$ cat config.mk
export PLATFORM = sky130hd
export DESIGN_NAME = rle_stream
export DESIGN_NICKNAME = d
export VERILOG_FILES = /design/src/rtl/rle_pkg.sv /design/src/rtl/rle_pack.sv /design/src/rtl/rle_stream.sv
export SDC_FILE = /design/constraint.sdc
export NUM_CORES = 1
export LEC_CHECK = 0
export ABC_AREA = 1
export BUFFER_PORTS_ARGS = -buffer_cell sky130_fd_sc_hd__buf_4
export CAP_MARGIN = 5
export CELL_PAD_IN_SITES_DETAIL_PLACEMENT = 1
export CELL_PAD_IN_SITES_GLOBAL_PLACEMENT = 1
export CORE_ASPECT_RATIO = 0.6
export CORE_MARGIN = 8
export CORE_UTILIZATION = 45
export DETAILED_ROUTE_END_ITERATION = 8
export PLACE_DENSITY_LB_ADDON = 0.1
export RECOVER_POWER = 50
export SYNTH_ARGS = -nofsm -noshare
export SYNTH_HDL_FRONTEND = slang
export SYNTH_HIERARCHICAL = 1
export SYNTH_SLANG_ARGS = --single-unit
$ cat constraint.sdc
create_clock -name clk -period 5.88 [get_ports clk]
set_input_delay 0.588 -clock clk [delete_from_list [all_inputs] [get_ports clk]]
set_output_delay 0.588 -clock clk [all_outputs]
set_load 0.01 [all_outputs]
$ cat src/rtl/rle_pkg.sv
// Shared types and constants for the RLE stream compressor.
package rle_pkg;

    localparam int PAIR_BYTES = 2;
    localparam int WORD_W     = 32;
    localparam int WORD_BYTES = WORD_W / 8;

    typedef enum logic [2:0] {
        IDLE    = 3'd0,
        RD_REQ  = 3'd1,
        RD_WAIT = 3'd2,
        SCAN    = 3'd3,
        WR      = 3'd4,
        FLUSH   = 3'd5,
        DONE    = 3'd6
    } state_t;

endpackage

$ cat src/rtl/rle_pack.sv
// Packs 2-byte {count, symbol} pairs little-endian into 32-bit output words.
// Unfilled upper lanes stay zero, so a half word can be written as it stands.
module rle_pack
    import rle_pkg::*;
(
    input  logic                    clk,
    input  logic                    nreset,
    input  logic                    i_clear,
    input  logic                    i_push,
    input  logic [PAIR_BYTES*8-1:0] i_pair,
    input  logic                    i_drain,
    output logic [WORD_W-1:0]       o_word_next,
    output logic                    o_full_next,
    output logic                    o_empty
);

    logic [WORD_W-1:0] r_word;
    logic [2:0]        r_lane;
    logic [WORD_W-1:0] w_word_d;
    logic [2:0]        w_lane_d;

    // Next word and byte lane: clear/drain empty the word, a push fills the lane at r_lane
    always_comb begin
        w_word_d = r_word;
        w_lane_d = r_lane;
        if (i_clear || i_drain) begin
            w_word_d = {WORD_W{1'b0}};
            w_lane_d = 3'd0;
        end else if (i_push) begin
            case (r_lane)
                3'd0:    w_word_d[15:0]  = i_pair;
                3'd2:    w_word_d[31:16] = i_pair;
                default: w_word_d        = r_word;
            endcase
            w_lane_d = r_lane + 3'(PAIR_BYTES);
        end else begin
            w_lane_d = r_lane;
        end
    end

    // Packing register
    always_ff @(posedge clk or negedge nreset) begin
        if (!nreset) begin
            r_word <= {WORD_W{1'b0}};
            r_lane <= 3'd0;
        end else begin
            r_word <= w_word_d;
            r_lane <= w_lane_d;
        end
    end

    assign o_word_next = w_word_d;
    assign o_full_next = (w_lane_d == 3'(WORD_BYTES));
    assign o_empty     = (r_lane == 3'd0);

endmodule

$ cat src/rtl/rle_stream.sv
// Run-length compressor: reads bytes from a dpsram, writes {count, symbol} pairs back.
// Define RLE_ABORT_EN to add the abort input.
module rle_stream
    import rle_pkg::*;
#(
    parameter int ADDR_W  = 16,
    parameter int MAX_RUN = 255
) (
    input  logic              clk,
    input  logic              nreset,
    input  logic              start,
`ifdef RLE_ABORT_EN
    input  logic              abort,
`endif
    input  logic [31:0]       message_addr,
    input  logic [31:0]       message_size,
    input  logic [31:0]       rle_addr,
    output logic [31:0]       rle_size,
    output logic              done,
    output logic              port_A_clk,
    output logic              port_A_we,
    output logic [ADDR_W-1:0] port_A_addr,
    output logic [31:0]       port_A_data_in,
    input  logic [31:0]       port_A_data_out
);

    state_t              r_state;
    state_t              w_state_d;
    logic [ADDR_W-1:0]   r_rd_addr;
    logic [ADDR_W-1:0]   r_wr_addr;
    logic [31:0]         r_remaining;
    logic [31:0]         r_in_word;
    logic [2:0]          r_in_lane;
    logic [7:0]          r_run_sym;
    logic [7:0]          r_run_cnt;
    logic                r_run_valid;
    logic [31:0]         r_pair_cnt;
    logic                r_we;
    logic [ADDR_W-1:0]   r_addr;
    logic [31:0]         r_data;
    logic                r_done;
    logic [31:0]         r_size;
    logic                w_we_d;
    logic [ADDR_W-1:0]   w_addr_d;
    logic [31:0]         w_data_d;
    logic                w_done_d;
    logic [31:0]         w_size_d;
    logic                w_start_ok;
    logic [7:0]          w_byte;
    logic                w_have_byte;
    logic                w_consume;
    logic                w_final;
    logic                w_extend;
    logic                w_push;
    logic                w_wr_fire;
    logic [31:0]         w_done_size;
    logic [WORD_W-1:0]   w_pack_word;
    logic                w_pack_full;
    logic                w_pack_empty;

    generate
        if (ADDR_W < 32) begin : g_hi_addr
            logic w_unused_hi;
            assign w_unused_hi = ^{message_addr[31:ADDR_W], rle_addr[31:ADDR_W]};
        end
    endgenerate

    assign w_start_ok  = ((r_state == IDLE) || (r_state == DONE)) && start;
    assign w_have_byte = (r_remaining != 32'd0);
    assign w_consume   = (r_state == SCAN) && w_have_byte;
    assign w_final     = (r_state == SCAN) && !w_have_byte;
    // A run keeps growing only on the same symbol and while below the count ceiling
    assign w_extend    = r_run_valid && (w_byte == r_run_sym) && (r_run_cnt != 8'(MAX_RUN));
    assign w_push      = r_run_valid && ((w_consume && !w_extend) || w_final);

`ifdef RLE_ABORT_EN
    logic        w_abort_hit;
    logic [31:0] r_word_cnt;
    assign w_abort_hit = abort && (r_state != IDLE) && (r_state != DONE);
    assign w_wr_fire   = r_we && !abort;
    assign w_done_size = w_abort_hit ? (r_word_cnt << 2'd2) : (r_pair_cnt << 2'd1);
    assign port_A_we   = r_we && !abort;

    // Words actually committed, reported as the size of an aborted job
    always_ff @(posedge clk or negedge nreset) begin
        if (!nreset) begin
            r_word_cnt <= 32'd0;
        end else if (w_start_ok) begin
            r_word_cnt <= 32'd0;
        end else if (w_wr_fire) begin
            r_word_cnt <= r_word_cnt + 32'd1;
        end
    end
`else
    assign w_wr_fire   = r_we;
    assign w_done_size = r_pair_cnt << 2'd1;
    assign port_A_we   = r_we;
`endif

    assign port_A_clk     = clk;
    assign port_A_addr    = r_addr;
    assign port_A_data_in = r_data;
    assign done           = r_done;
    assign rle_size       = r_size;

    // Current source byte, little-endian lane order
    always_comb begin
        case (r_in_lane[1:0])
            2'd0:    w_byte = r_in_word[7:0];
            2'd1:    w_byte = r_in_word[15:8];
            2'd2:    w_byte = r_in_word[23:16];
            default: w_byte = r_in_word[31:24];
        endcase
    end

    rle_pack u_pack (
        .clk         (clk),
        .nreset      (nreset),
        .i_clear     (w_start_ok),
        .i_push      (w_push),
        .i_pair      ({r_run_sym, r_run_cnt}),
        .i_drain     ((r_state == WR) || (r_state == FLUSH)),
        .o_word_next (w_pack_word),
        .o_full_next (w_pack_full),
        .o_empty     (w_pack_empty)
    );

    // FSM state register
    always_ff @(posedge clk or negedge nreset) begin
        if (!nreset) begin
            r_state <= IDLE;
        end else begin
            r_state <= w_state_d;
        end
    end

    // FSM next-state logic
    always_comb begin
        w_state_d = r_state;
        case (r_state)
            IDLE, DONE: begin
                if (start) begin
                    w_state_d = (message_size == 32'd0) ? DONE : RD_REQ;
                end else begin
                    w_state_d = r_state;
                end
            end
            RD_REQ:  w_state_d = RD_WAIT;
            RD_WAIT: w_state_d = SCAN;
            SCAN: begin
                if (!w_have_byte) begin
                    w_state_d = FLUSH;
                end else if (w_pack_full) begin
                    w_state_d = WR;
                end else if ((r_in_lane == 3'd3) && (r_remaining != 32'd1)) begin
                    w_state_d = RD_REQ;
                end else begin
                    w_state_d = SCAN;
                end
            end
            WR: begin
                if ((r_in_lane == 3'(WORD_BYTES)) && w_have_byte) begin
                    w_state_d = RD_REQ;
                end else begin
                    w_state_d = SCAN;
                end
            end
            FLUSH:   w_state_d = DONE;
            default: w_state_d = IDLE;
        endcase
`ifdef RLE_ABORT_EN
        if (w_abort_hit) begin
            w_state_d = DONE;
        end else begin
            w_state_d = w_state_d;
        end
`endif
    end

    // FSM output logic: next values of the registered memory port and status outputs
    always_comb begin
        w_we_d   = 1'b0;
        w_addr_d = r_addr;
        w_data_d = r_data;
        w_done_d = r_done;
        w_size_d = r_size;
        if (w_start_ok) begin
            w_done_d = (message_size == 32'd0);
            w_size_d = 32'd0;
            if (message_size != 32'd0) begin
                w_addr_d = message_addr[ADDR_W-1:0];
            end else begin
                w_addr_d = r_addr;
            end
        end else if ((w_state_d == DONE) && (r_state != DONE)) begin
            w_done_d = 1'b1;
            w_size_d = w_done_size;
        end else if (w_state_d == RD_REQ) begin
            w_addr_d = r_rd_addr;
        end else if ((w_state_d == WR) ||
                     ((w_state_d == FLUSH) && (w_push || !w_pack_empty))) begin
            w_we_d   = 1'b1;
            w_addr_d = r_wr_addr;
            w_data_d = w_pack_word;
        end else begin
            w_we_d = 1'b0;
        end
    end

    // Registered memory port and status outputs
    always_ff @(posedge clk or negedge nreset) begin
        if (!nreset) begin
            r_we   <= 1'b0;
            r_addr <= {ADDR_W{1'b0}};
            r_data <= 32'd0;
            r_done <= 1'b0;
            r_size <= 32'd0;
        end else begin
            r_we   <= w_we_d;
            r_addr <= w_addr_d;
            r_data <= w_data_d;
            r_done <= w_done_d;
            r_size <= w_size_d;
        end
    end

    // Source/destination pointers and run detector
    always_ff @(posedge clk or negedge nreset) begin
        if (!nreset) begin
            r_rd_addr   <= {ADDR_W{1'b0}};
            r_wr_addr   <= {ADDR_W{1'b0}};
            r_remaining <= 32'd0;
            r_in_word   <= 32'd0;
            r_in_lane   <= 3'd0;
            r_run_sym   <= 8'd0;
            r_run_cnt   <= 8'd0;
            r_run_valid <= 1'b0;
            r_pair_cnt  <= 32'd0;
        end else if (w_start_ok) begin
            r_rd_addr   <= message_addr[ADDR_W-1:0];
            r_wr_addr   <= rle_addr[ADDR_W-1:0];
            r_remaining <= message_size;
            r_in_lane   <= 3'd0;
            r_run_cnt   <= 8'd0;
            r_run_valid <= 1'b0;
            r_pair_cnt  <= 32'd0;
        end else begin
            if (r_state == RD_WAIT) begin
                r_in_word <= port_A_data_out;
                r_in_lane <= 3'd0;
                r_rd_addr <= r_rd_addr + ADDR_W'(3'd4);
            end
            if (w_consume) begin
                r_remaining <= r_remaining - 32'd1;
                r_in_lane   <= r_in_lane + 3'd1;
                r_run_sym   <= w_byte;
                r_run_cnt   <= w_extend ? (r_run_cnt + 8'd1) : 8'd1;
                r_run_valid <= 1'b1;
            end else if (w_final) begin
                r_run_valid <= 1'b0;
            end
            if (w_push) begin
                r_pair_cnt <= r_pair_cnt + 32'd1;
            end
            if (w_wr_fire) begin
                r_wr_addr <= r_wr_addr + ADDR_W'(3'd4);
            end
        end
    end

endmodule

==> flow_metrics.py <==
metrics = {
    "sta": {
        "setup_viol": 0,
        "rsz0062_at_grt": "false",
        "post-route-min-period_ns": 4.90,
        "finalCritPeriodShare": 0.833,
        "fin_ws_ns": 0.982,
        "max_freq_mhz": 204,
        "slew_violations": 146,
        "tns_ns": 0,
        "hold_viol": 0,
        "maxSlewHeadroom": -2.26,
        "worst_pin_slew_ns": 4.88,
        "skew_ns": 0.00980,
    },
    "flow_run": {
        "drv_cap": 2,
    },
    "worst_setup_path": {
        "crit_path_start_kind": "flip-flop",
        "cp_max_fo": 50,
        "rr_worst_depth": 27,
        "r2r_setup_slack_ns": 0.98,
        "crit_top_cell": "nand2_1",
        "worstSetupPathDepth": 27,
        "crit_arrival_ns": 5.49,
        "crit_path_end_kind": "flip-flop",
        "crit_required_ns": 6.47,
        "critPathMaxStageDelay_ns": 0.57,
        "slowest_stage": "inv_2",
        "crit_family": "simple AND/OR/NAND/NOR gates",
        "crit_buf_inv": 8,
        "worstSetupPathType": "reg -> reg",
    },
    "route": {
        "routed_wl_mm": 45.7,
        "ant_nets": 0,
        "num_vias": 13000,
        "met2WireLength_mm": 20.3,
        "drcViolationCount": 0,
        "met1_length_mm": 22.5,
        "route.met3.wl_mm": 2.23,
        "drt_iter0_drc": 882,
        "viasPerCell": 5.36,
        "top_layer_used": "met4",
        "drt_first_pass_iters": 5,
        "wl_per_cell_um": 18.9,
    },
    "global_routing": {
        "grt_antenna_before_repair": 0,
        "grt-ovfl-total": 0,
        "grtUsageTotal": 0.240,
        "grt_pass1_vias": 13700,
        "grt_start_max_net_pins": 104,
        "grt_pass1_wl_mm": 74.5,
    },
    "synthesis": {
        "synth.area.top_cells": "dfrtp_1 47%, nand2_1 15%, nand3_1 5.5%",
        "yosys.area.top_type_share": 0.470,
        "ys_types": 51,
        "synthesis.nets": 1984,
        "yosysMostFrequentCell": "nand2_1",
        "synth_edf_count": 0,
        "synth_largest_area_cell": "dfrtp_1",
        "synth_ff_type": "dfrtp_1",
        "syn-cell-area_sq_um": 14200,
        "ys_ff_latch": 266,
        "synthCells": 1841,
        "postSynthAreaPerCell_sq_um": 7.69,
        "ys_top_cells_by_count": "572 x nand2_1, 266 x dfrtp_1, 181 x inv_1",
        "ys_seq_area_frac": 0.470,
        "ys_async_sr_fraction": 1.00,
        "ys_warn_count": 6,
    },
    "place": {
        "dpl.hpwl_mm": 32.7,
        "gp_congestion": 0.881,
        "post-place-ws_ns": 1.03,
        "io_buffer_count": 180,
    },
    "min_path": {
        "min_path_type": "in -> reg",
        "min_path_cells": 3,
    },
    "status": {
        "status": "complete, but fails checks",
        "failed_checks": "max-capacitance violations, max-slew violations",
    },
    "floorplanning": {
        "fp.dieArea_sq_um": 37600,
        "die_x_um": 245,
        "initial_core_util": 0.455,
        "die_y_um": 153,
        "row_count": 50,
        "core_area_sq_um": 31100,
        "num_io_pins": 214,
    },
    "clocking": {
        "cts_resized": 0,
        "hold_buffers": 0,
        "tritoncts": "done",
        "clock_latency_ns": 0.66,
        "cts_setup_buffers": 0,
        "clk_pin_slew_ns": 0.06,
    },
    "cells_and_area": {
        "multi_input_area_sq_um": 6300,
        "final_core_util": 0.530,
        "drive_gt1_frac": 0.132,
        "final_nets": 2127,
        "seq_area_sq_um": 6660,
        "fill_cells": 3906,
        "insertedDiodeCount": 0,
        "area.growth.synth_to_final_pct": 16.3,
    },
    "power_and_ir_drop": {
        "p_per_area_nw_per_um2": 524,
        "ir_worst_vdd_uv": 306,
        "p_leak_nw": 8.05,
    },
}
cells in the final DEF (no fill, tap or decap), types with 36 or more instances in the layout:
| master | synthesis | layout |
|---|---|---|
| nand2_1 | 572 | 572 |
| dfrtp_1 | 266 | 266 |
| inv_1 | 181 | 181 |
| nand3_1 | 155 | 155 |
| buf_4 | 7 | 154 |
| nor2_1 | 154 | 153 |
| o21ai_0 | 98 | 98 |
| clkbuf_1 | 35 | 52 |
| xor2_1 | 44 | 44 |
| nand4_1 | 43 | 43 |
| a21oi_1 | 36 | 36 |
cell families after synthesis:
group | synth area share
XOR/XNOR | 0.0322
adder cells (fa/ha/maj) | 0.0106
AND/OR/NAND/NOR | 0.313
AO/OA/AOI/OAI | 0.0888
buffers and inverters | 0.0855
other | 0.000265
flip-flops | 0.470
per-stage QoR:
stage                     hold WS (ns)  total power, mW  instance area, sq um  instances
after CTS                       0.0138             8.72                 16600       2422
after global placement           0.453             6.66                 15700       2367
after global routing             0.123             9.28                 16500       2422
final                            0.129             8.62                 16500       2422
after detailed placement         0.459             6.84                 15700       2367
after floorplan                  0.292             5.62                 14200       1841
power by group:
part	switching [mW]	internal, mW
Combinational	2.64	1.20
Clock	0.776	1.06
Sequential	0.484	2.47
layout make-up:
type | instances | area share
Clock buffer | 49 | 0.0552
Clock inverter | 7 | 0.00251
Inverter | 193 | 0.0441
Multi-Input combinational cell | 1297 | 0.383
Sequential cell | 266 | 0.404
Tap cell | 416 | 0.0316
Timing Repair Buffer | 194 | 0.0796
metal layers:
metal  up-vias  track usage
met5         -            0
met3        51       0.0381
met2       318        0.371
met1      6425        0.355
li1       6200            -
met4         0       0.0433
state kept, by name (all words and copies together), names as in the netlist, 3 cells and up:
| signal | cells |
|---|---|
| rle_size | 31 |
| r_in_lane | 3 |
| r_run_sym | 8 |
| r_remaining | 32 |
| r_rd_addr | 16 |
| r_in_word | 32 |
| u_pack/r_word | 32 |
| r_run_cnt | 8 |
| r_state | 3 |
| u_pack/r_lane | 3 |
| port_A_data_in | 32 |
| r_wr_addr | 16 |
| port_A_addr | 16 |
| r_pair_cnt | 31 |
worst reg2reg max path: cells and delay by family (launching register included):
kind	cells	cell delay (ns)
fa+ha+maj	1	0.33
simple gates	15	1.86
flops	1	0.44
compound gates	3	0.77
buf+inv	8	1.42
worst paths after layout:
check,start,end
max,r_in_lane[0],port_A_data_in[29]
min,port_A_data_out[6],r_in_word[6]
max reg2reg,r_in_lane[0],port_A_data_in[29]
min reg2reg,r_in_word[12],r_in_word[12]
max in group asynchronous,nreset,port_A_addr[14]
min in group asynchronous,nreset,r_remaining[25]
Power figures use the tool's default switching activity.
